**config.mk**
```make
export PLATFORM = sky130hd
export DESIGN_NAME = poly_unload
export DESIGN_NICKNAME = d
export VERILOG_FILES = /design/src/rtl/poly_pkg.sv /design/src/rtl/poly_wordbuf.sv /design/src/rtl/poly_unload.sv
export SDC_FILE = /design/constraint.sdc
export NUM_CORES = 1
export LEC_CHECK = 0
export BUFFER_PORTS_ARGS = -buffer_cell sky130_fd_sc_hd__buf_2
export CORE_MARGIN = 8
export CORE_UTILIZATION = 48
export CTS_CLUSTER_DIAMETER = 200
export CTS_CLUSTER_SIZE = 20
export DETAILED_ROUTE_END_ITERATION = 8
export GPL_TIMING_DRIVEN = 0
export PLACE_DENSITY = 0.72
export REMOVE_ABC_BUFFERS = 1
export SLEW_MARGIN = 20
export SYNTH_ARGS = -nofsm -noshare
export SYNTH_HDL_FRONTEND = slang
export SYNTH_HIERARCHICAL = 1
export SYNTH_SLANG_ARGS = --single-unit
```
**constraint.sdc**
```tcl
create_clock -name clk -period 2.2 [get_ports clk]
set_input_delay 0 -clock clk [delete_from_list [all_inputs] [get_ports clk]]
set_output_delay 0 -clock clk [all_outputs]
set_load 0.05 [all_outputs]
```
**src/rtl/poly_pkg.sv**
```systemverilog
// Shared definitions for the polynomial unload path.
//   WID    : coefficient width in bits
//   RDWID  : NTT RAM word width, four coefficients per word
//   ADDWID : RAM address width
//   NCOEF  : coefficients per polynomial
//   NWORD  : RAM words per polynomial
//   unload_state_e : unload controller state encoding
package poly_pkg;

  localparam int unsigned WID    = 12;
  localparam int unsigned RDWID  = WID * 4;
  localparam int unsigned ADDWID = 5;
  localparam int unsigned NCOEF  = 128;
  localparam int unsigned NWORD  = 32;

  typedef enum logic [1:0] {
    IDLE  = 2'd0,
    RUN   = 2'd1,
    DRAIN = 2'd2
  } unload_state_e;

endpackage

```
**src/rtl/poly_wordbuf.sv**
```systemverilog
// Two-word buffer feeding the coefficient stream.
// The hold word is emitted lane by lane (bits [WID-1:0] first). The next word
// is a prefetch slot that moves into hold on the same edge as the hold word's
// last lane handshake, so a full stream has no bubble.
// Ports:
//   clk         : clock
//   rst_ni      : synchronous active-low reset, empties both slots
//   wr_i        : RAM data on wr_data_i is valid this cycle
//   wr_data_i   : RAM read word
//   ready_i     : downstream accept
//   valid_o     : hold word present, data_o valid
//   data_o      : current lane of the hold word, 0 when not valid
//   next_full_o : prefetch slot occupied
//   last_hs_o   : handshake of the hold word's last lane this cycle
module poly_wordbuf #(
  parameter int unsigned WID   = poly_pkg::WID,
  parameter int unsigned RDWID = WID * 4
) (
  input  logic             clk,
  input  logic             rst_ni,
  input  logic             wr_i,
  input  logic [RDWID-1:0] wr_data_i,
  input  logic             ready_i,
  output logic             valid_o,
  output logic [WID-1:0]   data_o,
  output logic             next_full_o,
  output logic             last_hs_o
);

  logic [RDWID-1:0] hold_q, hold_d;
  logic [RDWID-1:0] next_q, next_d;
  logic             hold_v_q, hold_v_d;
  logic             next_v_q, next_v_d;
  logic [1:0]       lane_q, lane_d;
  logic             hs;
  logic             pop;

  assign hs  = hold_v_q & ready_i;
  assign pop = hs & (lane_q == 2'd3);

  always_comb begin
    hold_d   = hold_q;
    next_d   = next_q;
    hold_v_d = hold_v_q;
    next_v_d = next_v_q;
    lane_d   = lane_q;
    // Lane counter wraps to 0 after lane 3, ready for the following word.
    if (hs) lane_d = lane_q + 2'd1;
    if (!hold_v_q || pop) begin
      // Hold is free at this edge: refill from prefetch first, else directly
      // from the arriving RAM word. A RAM word arriving while prefetch is
      // promoted takes the prefetch slot.
      if (next_v_q) begin
        hold_d   = next_q;
        hold_v_d = 1'b1;
        next_v_d = 1'b0;
        lane_d   = '0;
        if (wr_i) begin
          next_d   = wr_data_i;
          next_v_d = 1'b1;
        end
      end else if (wr_i) begin
        hold_d   = wr_data_i;
        hold_v_d = 1'b1;
        lane_d   = '0;
      end else begin
        hold_v_d = 1'b0;
      end
    end else if (wr_i) begin
      next_d   = wr_data_i;
      next_v_d = 1'b1;
    end
  end

  always_ff @(posedge clk) begin
    if (!rst_ni) begin
      hold_q   <= '0;
      next_q   <= '0;
      hold_v_q <= 1'b0;
      next_v_q <= 1'b0;
      lane_q   <= '0;
    end else begin
      hold_q   <= hold_d;
      next_q   <= next_d;
      hold_v_q <= hold_v_d;
      next_v_q <= next_v_d;
      lane_q   <= lane_d;
    end
  end

  always_comb begin
    data_o = '0;
    if (hold_v_q) begin
      case (lane_q)
        2'd0:    data_o = hold_q[WID-1:0];
        2'd1:    data_o = hold_q[2*WID-1:WID];
        2'd2:    data_o = hold_q[3*WID-1:2*WID];
        default: data_o = hold_q[4*WID-1:3*WID];
      endcase
    end
  end

  assign valid_o     = hold_v_q;
  assign next_full_o = next_v_q;
  assign last_hs_o   = pop;

endmodule

```
**src/rtl/poly_unload.sv**
```systemverilog
// Unloads one polynomial (NWORD RAM words, four coefficients each) from the
// NTT RAM as a valid/ready coefficient stream, words in ascending address order.
// Ports:
//   clk        : clock
//   rst        : synchronous active-low reset
//   start      : request one full unload (accepted only in IDLE)
//   re, ra     : RAM read enable / address; data returns on rdo one cycle later
//   rdo        : RAM read data
//   coef_out   : current coefficient, 0 when coef_valid is low
//   coef_valid : coef_out valid
//   coef_ready : downstream accept
//   busy       : unload in progress
//   done       : one-cycle pulse after the final coefficient handshake
module poly_unload #(
  parameter int unsigned WID    = poly_pkg::WID,
  parameter int unsigned RDWID  = WID * 4,
  parameter int unsigned ADDWID = poly_pkg::ADDWID
) (
  input  logic              clk,
  input  logic              rst,
  input  logic              start,
  output logic              re,
  output logic [ADDWID-1:0] ra,
  input  logic [RDWID-1:0]  rdo,
  output logic [WID-1:0]    coef_out,
  output logic              coef_valid,
  input  logic              coef_ready,
  output logic              busy,
  output logic              done
);

  import poly_pkg::*;

  localparam logic [ADDWID-1:0] PENULT_ADDR = ADDWID'(NWORD - 2);

  unload_state_e     state_q;
  logic              re_q;
  logic              rvalid_q;
  logic [ADDWID-1:0] ra_q;
  logic              busy_q;
  logic              done_q;

  logic next_full;
  logic last_hs;
  logic no_flight;
  logic issue;
  logic finish;

  // A read is in flight from the cycle re is high until its data is captured.
  assign no_flight = !re_q && !rvalid_q;
  assign issue     = (state_q == RUN) && !next_full && no_flight;
  // Final handshake: last lane popped with nothing buffered or in flight.
  assign finish    = (state_q == DRAIN) && last_hs && !next_full && no_flight;

  always_ff @(posedge clk) begin
    if (!rst) begin
      state_q  <= IDLE;
      re_q     <= 1'b0;
      rvalid_q <= 1'b0;
      ra_q     <= '0;
      busy_q   <= 1'b0;
      done_q   <= 1'b0;
    end else begin
      re_q     <= 1'b0;
      done_q   <= 1'b0;
      rvalid_q <= re_q;
      case (state_q)
        IDLE: begin
          // The read of address 0 is issued on the accepting edge.
          if (start) begin
            state_q <= RUN;
            re_q    <= 1'b1;
            ra_q    <= '0;
            busy_q  <= 1'b1;
          end
        end
        RUN: begin
          if (issue) begin
            re_q <= 1'b1;
            ra_q <= ra_q + 1'b1;
            if (ra_q == PENULT_ADDR) state_q <= DRAIN;
          end
        end
        DRAIN: begin
          if (finish) begin
            state_q <= IDLE;
            busy_q  <= 1'b0;
            done_q  <= 1'b1;
          end
        end
        default: state_q <= IDLE;
      endcase
    end
  end

  poly_wordbuf #(
    .WID   (WID),
    .RDWID (RDWID)
  ) u_wordbuf (
    .clk         (clk),
    .rst_ni      (rst),
    .wr_i        (rvalid_q),
    .wr_data_i   (rdo),
    .ready_i     (coef_ready),
    .valid_o     (coef_valid),
    .data_o      (coef_out),
    .next_full_o (next_full),
    .last_hs_o   (last_hs)
  );

  assign re   = re_q;
  assign ra   = ra_q;
  assign busy = busy_q;
  assign done = done_q;

endmodule

```
==> metrics.txt, run 1 <==
Vias/cell=5.617; largest net degree at the start of global routing=between 90 and 100; CTS tree=yes; Port Buf Inserts=about 70; fmax=slightly below 500 MHz; Syn Std Cell Area=between 5000 and 6000 sq um; CTS clock-pin slew for the worst setup and hold paths=about 0.10 ns; Min-Delay Path Class=input port to flop; Top cell by count, worst path=buf_16; Die Width=~120 um; drt first pass iters=5; Setup Slack @ Placement=-0.3963 ns; Sinks on Clock Net=about 110; Worst Setup SP=u_wordbuf/next_full_o; initial core utilization=around half; worst path cell trace=or2_4 -> buf_16 -> and2_4 -> buf_16 -> o211a_1; Critical Path Start Type=flop; H-tree levels=3; worst hold slack=between 0.03 and 0.04 ns; Clock Latency Late Sink=0.38 ns; Die Y=120.9 um; CTS root buf=clkbuf_8; required time of the critical path=~2.5 ns; CP max stage delay=0.61 ns; Synth Area per Inst=roughly 9.5 sq um; Yosys cell types=40; Main synth FF type=dfxtp_1; worst relative slew slack=between 60% and 70%; CTS Buf Count=9; worst path bufs/invs=2; Final Net Count=700; row cnt=38; first-pass GRT wire length=21.04 mm; crit path capture type=flop; crit-path leading delay family=simple AND/OR/NAND/NOR gates; First DRT Iteration DRCs=approximately 330; period utilisation layout=between 90% and 100%; Yosys reg bits=111; Final WS setup=0.1507 ns; total grt overflow=0; WS Path Type=flop to flop; Hold Crit Start=rst; Synth Instances=about 560; Critical Path AT=~2.4 ns; DRT Wirelength=approximately 13 mm; number of global-route vias before repair=around 4,400; outcome=completed; # setup viols final=0; number of synthesized flops with an enable pin=0; fin crit period=a little over 2 ns; Crit Path Max Fanout=28; commonest non-fill, non-tap cell in the layout=dfxtp_1; Syn. warnings=6; fraction of layout cells with a size suffix above 1=between 15 and 20%; Residual DRC=0; Power Density=slightly above 600 nW/um^2; worst reg2reg startpoint=u_wordbuf/next_full_o; total core area=10,790 sq um; post-CTS setup buffer count=0; Synth async-reset ratio=0%; Peak VDD IR=0.6083 mV; Final Hold Vio Count=0; clock tree buffer depth=2; Worst-Margin Slew=0.5864 ns; sequential area share after synthesis=~42%; Area growth syn-to-layout=21.12%; I/O pins=73; initial antenna violation count=0; Placer Congestion=between 0.7 and 0.8; CP max-delay cell=dfxtp_4; Clock Skew=just over 0.009 ns; most frequent cells in the layout=dfxtp_1 (109), nand2_1 (101), mux2i_1 (97); routed vias=around 4,400; Slew Viols, Final=0; die footprint=around 15,000 sq um; RSZ-0062 raised after global routing=no; Overall Global Routing Usage=between 10% and 20%; Pleak=between 2 and 3 nW; DP HPWL=between 7 and 8 mm; wire per inst=approximately 17 um; antenna-violating nets left=0; max cap viols=0; ant diodes=0
-- logic make-up (layout without fill, tap and decap cells) --
kind of cell    Yosys count  count (layout)  synth area share (%)
compound gates          107             108                 16.62
xor+xnor                  1               1                0.1660
fa+ha+maj                 7               7                 1.659
buf+inv                  59             149                 6.045
flops                   111             111                 42.11
mux                      97              97                 18.40
simple gates            173             173                 15.01
-- per-stage QoR --
stage	instances	utilization, %	setup TNS, ns	instance area [sq um]	power (mW)
2_1_floorplan	502	-	-188.71	4981	2.490
5_1_grt	786	59.23	0	6392	4.132
3_3_place_gp	714	51.11	-337.15	5517	2.664
6_report	786	59.23	0	6392	3.957
4_1_cts	785	59.10	0	6379	3.989
3_5_place_dp	719	52.49	-14.53	5665	2.703
-- cells in the mapped netlist, types with 3 or more instances --
cell type	count	area [sq um]
a21oi_1	18	90.09
a222oi_1	12	120.1
and2_1	3	18.77
buf_1	4	15.01
buf_2	9	45.04
buf_4	3	22.52
buf_6	10	112.6
clkbuf_1	27	101.4
dfxtp_1	111	2222
ha_1	7	87.58
inv_1	6	22.52
mux2i_1	97	970.9
nand2_1	101	379.1
nand3_1	50	250.2
o211a_1	48	480.5
o21a_1	3	22.52
o21ai_0	14	70.07
o31ai_1	3	22.52
or4_1	4	30.03
-- path summary, 6_finish.rpt --
check	to	slack (ns)	depth (start not counted)
min reg2reg	u_wordbuf/next_q[34]	0.46	2
max	u_wordbuf/hold_q[38]	0.15	5
min	u_wordbuf/next_q[31]	0.03	3
max reg2reg	u_wordbuf/hold_q[38]	0.15	5
-- flip-flops by register name (all words and copies together), names as in the netlist --
| register | count |
|---|---|
| busy | 1 |
| done | 1 |
| ra | 5 |
| re | 1 |
| rvalid_q | 1 |
| state_q | 2 |
| u_wordbuf/hold_q | 48 |
| u_wordbuf/lane_q | 2 |
| u_wordbuf/next_full_o | 1 |
| u_wordbuf/next_q | 48 |
| u_wordbuf/valid_o | 1 |
-- cell type report --
| class | count | area (sq um) |
|---|---|---|
| clock buffers | 15 | 187.7 |
| clock inverters | 1 | 8.758 |
| fillers | 925 | 4400 |
| inverters | 6 | 26.28 |
| multi-input cells | 386 | 2773 |
| flip-flops and latches | 111 | 2227 |
| well taps | 140 | 175.2 |
| repair buffers | 126 | 987.2 |
| repair inverters | 1 | 7.507 |
-- report_power, final --
| part | internal [mW] | switching [mW] |
|---|---|---|
| clock network | 0.548 | 0.672 |
| logic | 0.265 | 0.309 |
| registers | 2.10 | 0.0637 |
| total | 2.91 | 1.05 |
-- per-layer routing --
metal | GRT usage, % | vias to the layer above | share of wire, %
li1 | - | 2172 | -
met1 | 21.22 | 2113 | 44
met2 | 29.81 | 120 | 49
met3 | 5.910 | 10 | 6.1
met4 | 4.450 | 0 | 0.66
met5 | 0 | - | 0
-- what timing repair did --
item | CTS | global route
resized for setup | 5 | 4
setup endpoints to repair | 54 | 18
cloned | 1 | 1
endpoints found under the hold margin | 84 | 0
hold buffers | 49 | 0
-- worst reg2reg max path, delay by kind of cell, from the launching register on --
kind            cells  cell delay [ns]
simple gates        2             0.77
flops               1             0.61
buf+inv             2             0.44
compound gates      1             0.17
Power figures use the tool's default switching activity.
==> inputs of run 2 (changes only) <==
Settings changed: CORE_ASPECT_RATIO set to 1.25.
==> metrics.txt, run 2 (synthesis gave the netlist of run 1 again) <==
outcome=completed (unchanged); max cap viols=0 (unchanged); Die Y=133.2 um (was 120.9 um); crit path capture type=output pin (was flop); wire per inst=16.82 um (was 16.62 um); required time of the critical path=2.20 ns (was 2.53 ns); Peak VDD IR=0.3306 mV (was 0.6083 mV); RSZ-0062 raised after global routing=no (unchanged); Min-Delay Path Class=input port to flop (unchanged); commonest non-fill, non-tap cell in the layout=dfxtp_1 (unchanged); met1 Use GR=20.87% (was 21.22%); Port Buf Inserts=72 (unchanged); fraction of layout cells with a size suffix above 1=16.72% (was 16.56%); total grt overflow=0 (unchanged); Placer Congestion=0.7638 (was 0.7321); DRT Wirelength=13.14 mm (was 13.06 mm); first-pass GRT wire length=20.55 mm (was 21.04 mm); row cnt=43 (was 38); Final Hold Vio Count=0 (unchanged); Area growth syn-to-layout=22.55% (was 21.12%); R2R depth=6 (was 5); Crit Path Max Fanout=12 (was 28); initial core utilization=48.32% (was 48.90%); GRT met2 Usage=28.91% (was 29.81%); worst relative slew slack=58.64% (was 60.90%); Vias/cell=5.671 (was 5.617); antenna-violating nets left=0 (unchanged); drt first pass iters=6 (was 5); H-tree levels=3 (unchanged); WHS Endpoint=u_wordbuf/next_q[17] (was u_wordbuf/next_q[31]); Final Net Count=700 (unchanged); Pleak=2.867 nW (was 2.816 nW); Multi-input gate area=2776 sq um (was 2773 sq um); Critical Path AT=2.16 ns (was 2.38 ns); CTS Buf Count=9 (unchanged); fmax=462.3 MHz (was 488.0 MHz); CTS tree=yes (unchanged); Hold Crit Start=rst (unchanged); Setup Slack @ Placement=-0.3173 ns (was -0.3963 ns); Sinks on Clock Net=111 (unchanged); Clock Latency Late Sink=0.34 ns (was 0.38 ns); Critical Path Start Type=flop (unchanged); M3 GR Usage=2.658% (was 5.910%); FF+latch area=2227 sq um (unchanged); CP max stage delay=0.56 ns (was 0.61 ns); fin crit period=2.163 ns (was 2.049 ns); CP max-delay cell=ha_1 (was dfxtp_4); largest net degree at the start of global routing=110 (was 98); most frequent cells in the layout=dfxtp_1 (109), nand2_1 (101), mux2i_1 (97) (unchanged); Worst-Margin Slew=0.6204 ns (was 0.5864 ns); Worst Setup SP=u_wordbuf/lane_q[1] (was u_wordbuf/next_full_o); fill cell count=948 (was 925); # setup viols final=0 (unchanged); Power Density=672.8 nW/um^2 (was 619.1 nW/um^2); Slew Viols, Final=0 (unchanged); die footprint=14,630 sq um (was 14,610 sq um); total core area=10,920 sq um (was 10,790 sq um); initial antenna violation count=0 (unchanged); R2R Path End=u_wordbuf/hold_q[27] (was u_wordbuf/hold_q[38]); I/O pins=73 (unchanged); GRT busiest layer=met2 (unchanged); Tot Pwr=4.351 mW (was 3.957 mW); non-filler cells, final=781 (was 786); Die Width=109.8 um (was 120.9 um); WS Path Type=flop to output pin (was flop to flop); Final WS setup=0.03676 ns (was 0.1507 ns); worst reg2reg startpoint=u_wordbuf/next_full_o (unchanged); Residual DRC=0 (unchanged); Overall Global Routing Usage=17.26% (was 17.71%); Hold Crit Depth=3 (unchanged); placed instance count=714 (was 719); Clock Skew=0.006455 ns (was 0.009210 ns); CTS root buf=clkbuf_16 (was clkbuf_8); CTS clock-pin slew for the worst setup and hold paths=0.07 ns (was 0.10 ns); worst path cell trace=inv_1 -> ha_1 -> a222oi_1 -> a21oi_1 -> buf_2 (was or2_4 -> buf_16 -> and2_4 -> buf_16 -> o211a_1); number of global-route vias before repair=4,234 (was 4,395); DP HPWL=7.863 mm (was 7.756 mm); First DRT Iteration DRCs=300 (was 325); ant diodes=0 (unchanged); reg2reg setup slack=0.13 ns (was 0.15 ns); period utilisation layout=98.33% (was 93.15%); routed vias=4,429 (was 4,415); clock tree buffer depth=2 (unchanged)
==> run 2: cell types whose count changed in the layout (fill, tap and decap cells not counted), sizes merged <==
cell / delta
clkinv: +2
bufinv: +1
dlygate4sd3: -1
buf: +1
or2: +1
clkinvlp: -1
clkbuf: -3
==> run 2: critical path, delay by kind of cell, from the launching register on <==
kind	cells	cell delay, ns
compound gates	2	0.49
fa+ha+maj	1	0.56
buf+inv	2	0.41
flops	1	0.35
==> run 2: cell type report <==
cell class | count | area share [%]
Multi-Input combinational cell | 387 | 42.93
Sequential cell | 111 | 34.44
Timing Repair Buffer | 126 | 15.11
Clock buffer | 12 | 3.811
Tap cell | 135 | 2.612
Clock inverter | 4 | 0.6965
Inverter | 6 | 0.4063
==> run 2: how the worst max path moves through the flow <==
stage                                 to  slack, ns  cells past startpoint
detailed placement  u_wordbuf/hold_q[35]      -0.32                      6
global route                 coef_out[2]       0.01                      5
floorplan            u_wordbuf/hold_q[0]      -1.96                      3
finish                       coef_out[2]       0.04                      5
CTS                 u_wordbuf/hold_q[35]      0.007                      6
global placement     u_wordbuf/hold_q[1]      -3.53                      3
==> run 2: stage by stage <==
stage	util, %	hold WS, ns	TNS [ns]	area (sq um)
4_1_cts	59.08	0.03197	0	6452
3_5_place_dp	51.68	0.2645	-11.98	5644
5_1_grt	59.22	0.05343	0	6467
3_3_place_gp	50.45	0.2582	-332.97	5510
2_1_floorplan	-	0.1177	-188.71	4981
6_report	59.22	0.03882	0	6467
==> run 2: layer usage <==
layer,routed length [um],share of wire (%)
met5,0,0
met4,317,2.4
met3,519,4.0
met2,6633,50
met1,5669,43
==> run 2: what timing repair did <==
item                                    CTS  global route
pin swaps                                 1             1
buffers inserted                          1             0
cloned                                    1             1
hold buffers                             48             0
endpoints found under the setup margin   51            53
endpoints found under the hold margin    48             0
gates resized for setup                   4             3
==> run 2: where the power goes <==
group / switching, mW / leakage (nW) / total, mW / internal (mW)
clock: 0.703 / 0.146 / 1.61 / 0.910
combinational: 0.312 / 1.82 / 0.574 / 0.263
sequential: 0.0646 / 0.903 / 2.16 / 2.10
==> inputs of run 3 (changes only) <==
Settings changed: REMOVE_ABC_BUFFERS 1 to not set.
==> metrics.txt, run 3 (synthesis gave the netlist of run 1 again) <==
CP max-delay cell=dfxtp_1 (was ha_1); Residual DRC=0 (unchanged); Min-Delay Path Class=input port to flop (unchanged); Final Hold Vio Count=0 (unchanged); Multi-input gate area=2736 sq um (was 2776 sq um); DRT Wirelength=14.21 mm (was 13.14 mm); ant diodes=0 (unchanged); commonest non-fill, non-tap cell in the layout=dfxtp_1 (unchanged); Power Density=646.5 nW/um^2 (was 672.8 nW/um^2); clock tree buffer depth=2 (unchanged); initial antenna violation count=0 (unchanged); first-pass GRT wire length=22.70 mm (was 20.55 mm); post-CTS setup buffer count=0 (was 1); antenna-violating nets left=0 (unchanged); period utilisation layout=94.25% (was 98.33%); routed vias=4,640 (was 4,429); required time of the critical path=2.20 ns (about the same); DP HPWL=10.30 mm (was 7.863 mm); H-tree levels=3 (unchanged); non-filler cells, final=825 (was 781); Area growth syn-to-layout=24.21% (was 22.55%); CP max stage delay=0.43 ns (was 0.56 ns); worst relative slew slack=63.07% (was 58.64%); Die Y=133.2 um (unchanged); initial core utilization=48.32% (unchanged); setup TNS=0 ns (unchanged); Critical Path AT=2.07 ns (was 2.16 ns); largest net degree at the start of global routing=17 (was 110); crit path capture type=output pin (unchanged); Critical Path Start Type=flop (unchanged); worst path cell trace=inv_1 -> ha_1 -> clkbuf_2 -> a222oi_1 -> a21oi_1 -> buf_2 (was inv_1 -> ha_1 -> a222oi_1 -> a21oi_1 -> buf_2); CTS root buf=clkbuf_16 (unchanged); Final Net Count=746 (was 700); Pleak=2.942 nW (was 2.867 nW); number of global-route vias before repair=4,650 (was 4,234); Die Width=109.8 um (unchanged); placed instance count=762 (was 714); Overall Global Routing Usage=19.38% (was 17.26%); uppermost layer routed=met4 (unchanged); fin crit period=2.074 ns (was 2.163 ns); fill cell count=952 (was 948); wire per inst=17.23 um (was 16.82 um); Clock Latency Late Sink=0.35 ns (was 0.34 ns); outcome=completed (unchanged); # setup viols final=0 (unchanged); crit-path leading delay family=buffers and inverters (was adder cells); drt first pass iters=6 (unchanged); CTS clock-pin slew for the worst setup and hold paths=0.07 ns (about the same); WL met2=6.990 mm (was 6.633 mm); FF+latch area=2222 sq um (was 2227 sq um); Slew Viols, Final=0 (unchanged); total core area=10,920 sq um (unchanged); total grt overflow=0 (unchanged); CTS Buf Count=9 (unchanged); Setup Slack @ Placement=0.2827 ns (was -0.3173 ns); Crit Path Max Fanout=10 (was 12); met3 routed WL=657 um (was 519 um); CTS tree=yes (unchanged); Final WS setup=0.1265 ns (was 0.03676 ns); fmax=482.3 MHz (was 462.3 MHz); M1 WL=6.009 mm (was 5.669 mm); RSZ-0062 raised after global routing=no (unchanged); Vias/cell=5.624 (was 5.671); Placer Congestion=0.9542 (was 0.7638); fraction of layout cells with a size suffix above 1=16.81% (was 16.72%); Worst-Margin Slew=0.5540 ns (was 0.6204 ns); I/O pins=73 (unchanged); Placed Area=5807 sq um (was 5644 sq um); syn_nets=614; max cap viols=0 (unchanged); worst path bufs/invs=3 (was 2); Port Buf Inserts=72 (unchanged); die footprint=14,630 sq um (unchanged); WS Path Type=flop to output pin (unchanged); reg2reg setup slack=0.20 ns (was 0.13 ns); most frequent cells in the layout=dfxtp_1 (111), nand2_1 (101), mux2i_1 (97) (was dfxtp_1 (109), nand2_1 (101), mux2i_1 (97)); Clock Skew=0.009446 ns (was 0.006455 ns); Design Area, Final=6555 sq um (was 6467 sq um); Peak VDD IR=0.3536 mV (was 0.3306 mV); Sinks on Clock Net=111 (unchanged); row cnt=43 (unchanged); First DRT Iteration DRCs=310 (was 300)
==> run 3: per-layer routing <==
layer / vias up / GRT usage (%)
met5: - / 0
met4: 0 / 10.91
met3: 37 / 2.900
met2: 142 / 32.61
met1: 2199 / 22.57
li1: 2262 / -
==> run 3: cell type report <==
cell class	instances	share of cell area (%)
buffer	53	4.581
clock buffer	10	3.493
clock inverter	4	0.3818
inverter	6	0.3436
multi-input combinational	385	41.74
sequential	111	33.90
tap	135	2.577
timing repair buffer	121	12.98
==> run 3: per-stage QoR <==
step | util (%) | power [mW] | hold WS [ns]
final | 60.02 | 4.238 | 0.02762
after floorplan | - | 2.557 | 0.1178
after CTS | 59.98 | 4.256 | 0.01872
after global placement | 53.17 | 2.728 | 0.2578
after global routing | 60.02 | 4.381 | 0.05352
after detailed placement | 53.17 | 2.746 | 0.2686
==> run 3: path summary, 6_finish.rpt <==
kind,from,to,cells past startpoint
max,u_wordbuf/lane_q[1],coef_out[4],6
min,coef_ready,u_wordbuf/next_full_o,4
max reg2reg,u_wordbuf/lane_q[1],u_wordbuf/hold_q[43],6
min reg2reg,u_wordbuf/next_q[44],u_wordbuf/next_q[44],2
==> run 3: power by group <==
| part | internal, mW | total (mW) | switching [mW] | leakage (nW) |
|---|---|---|---|---|
| Clock | 0.752 | 1.46 | 0.707 | 0.120 |
| Sequential | 2.10 | 2.18 | 0.0772 | 0.902 |
| Combinational | 0.274 | 0.601 | 0.327 | 1.92 |
==> run 3: tightest hold or removal path: stages <==
cell and delay (ns):
buf_2 0.12, a21boi_2 0.08, nand2_1 0.07, a21boi_1 0.05
==> run 3: timing repair <==
| action | in CTS | in global routing |
|---|---|---|
| hold buffers | 49 | 0 |
| gates resized for setup | 0 | 6 |
| hold endpoints to repair | 52 | 0 |
| setup endpoints to repair | 0 | 7 |
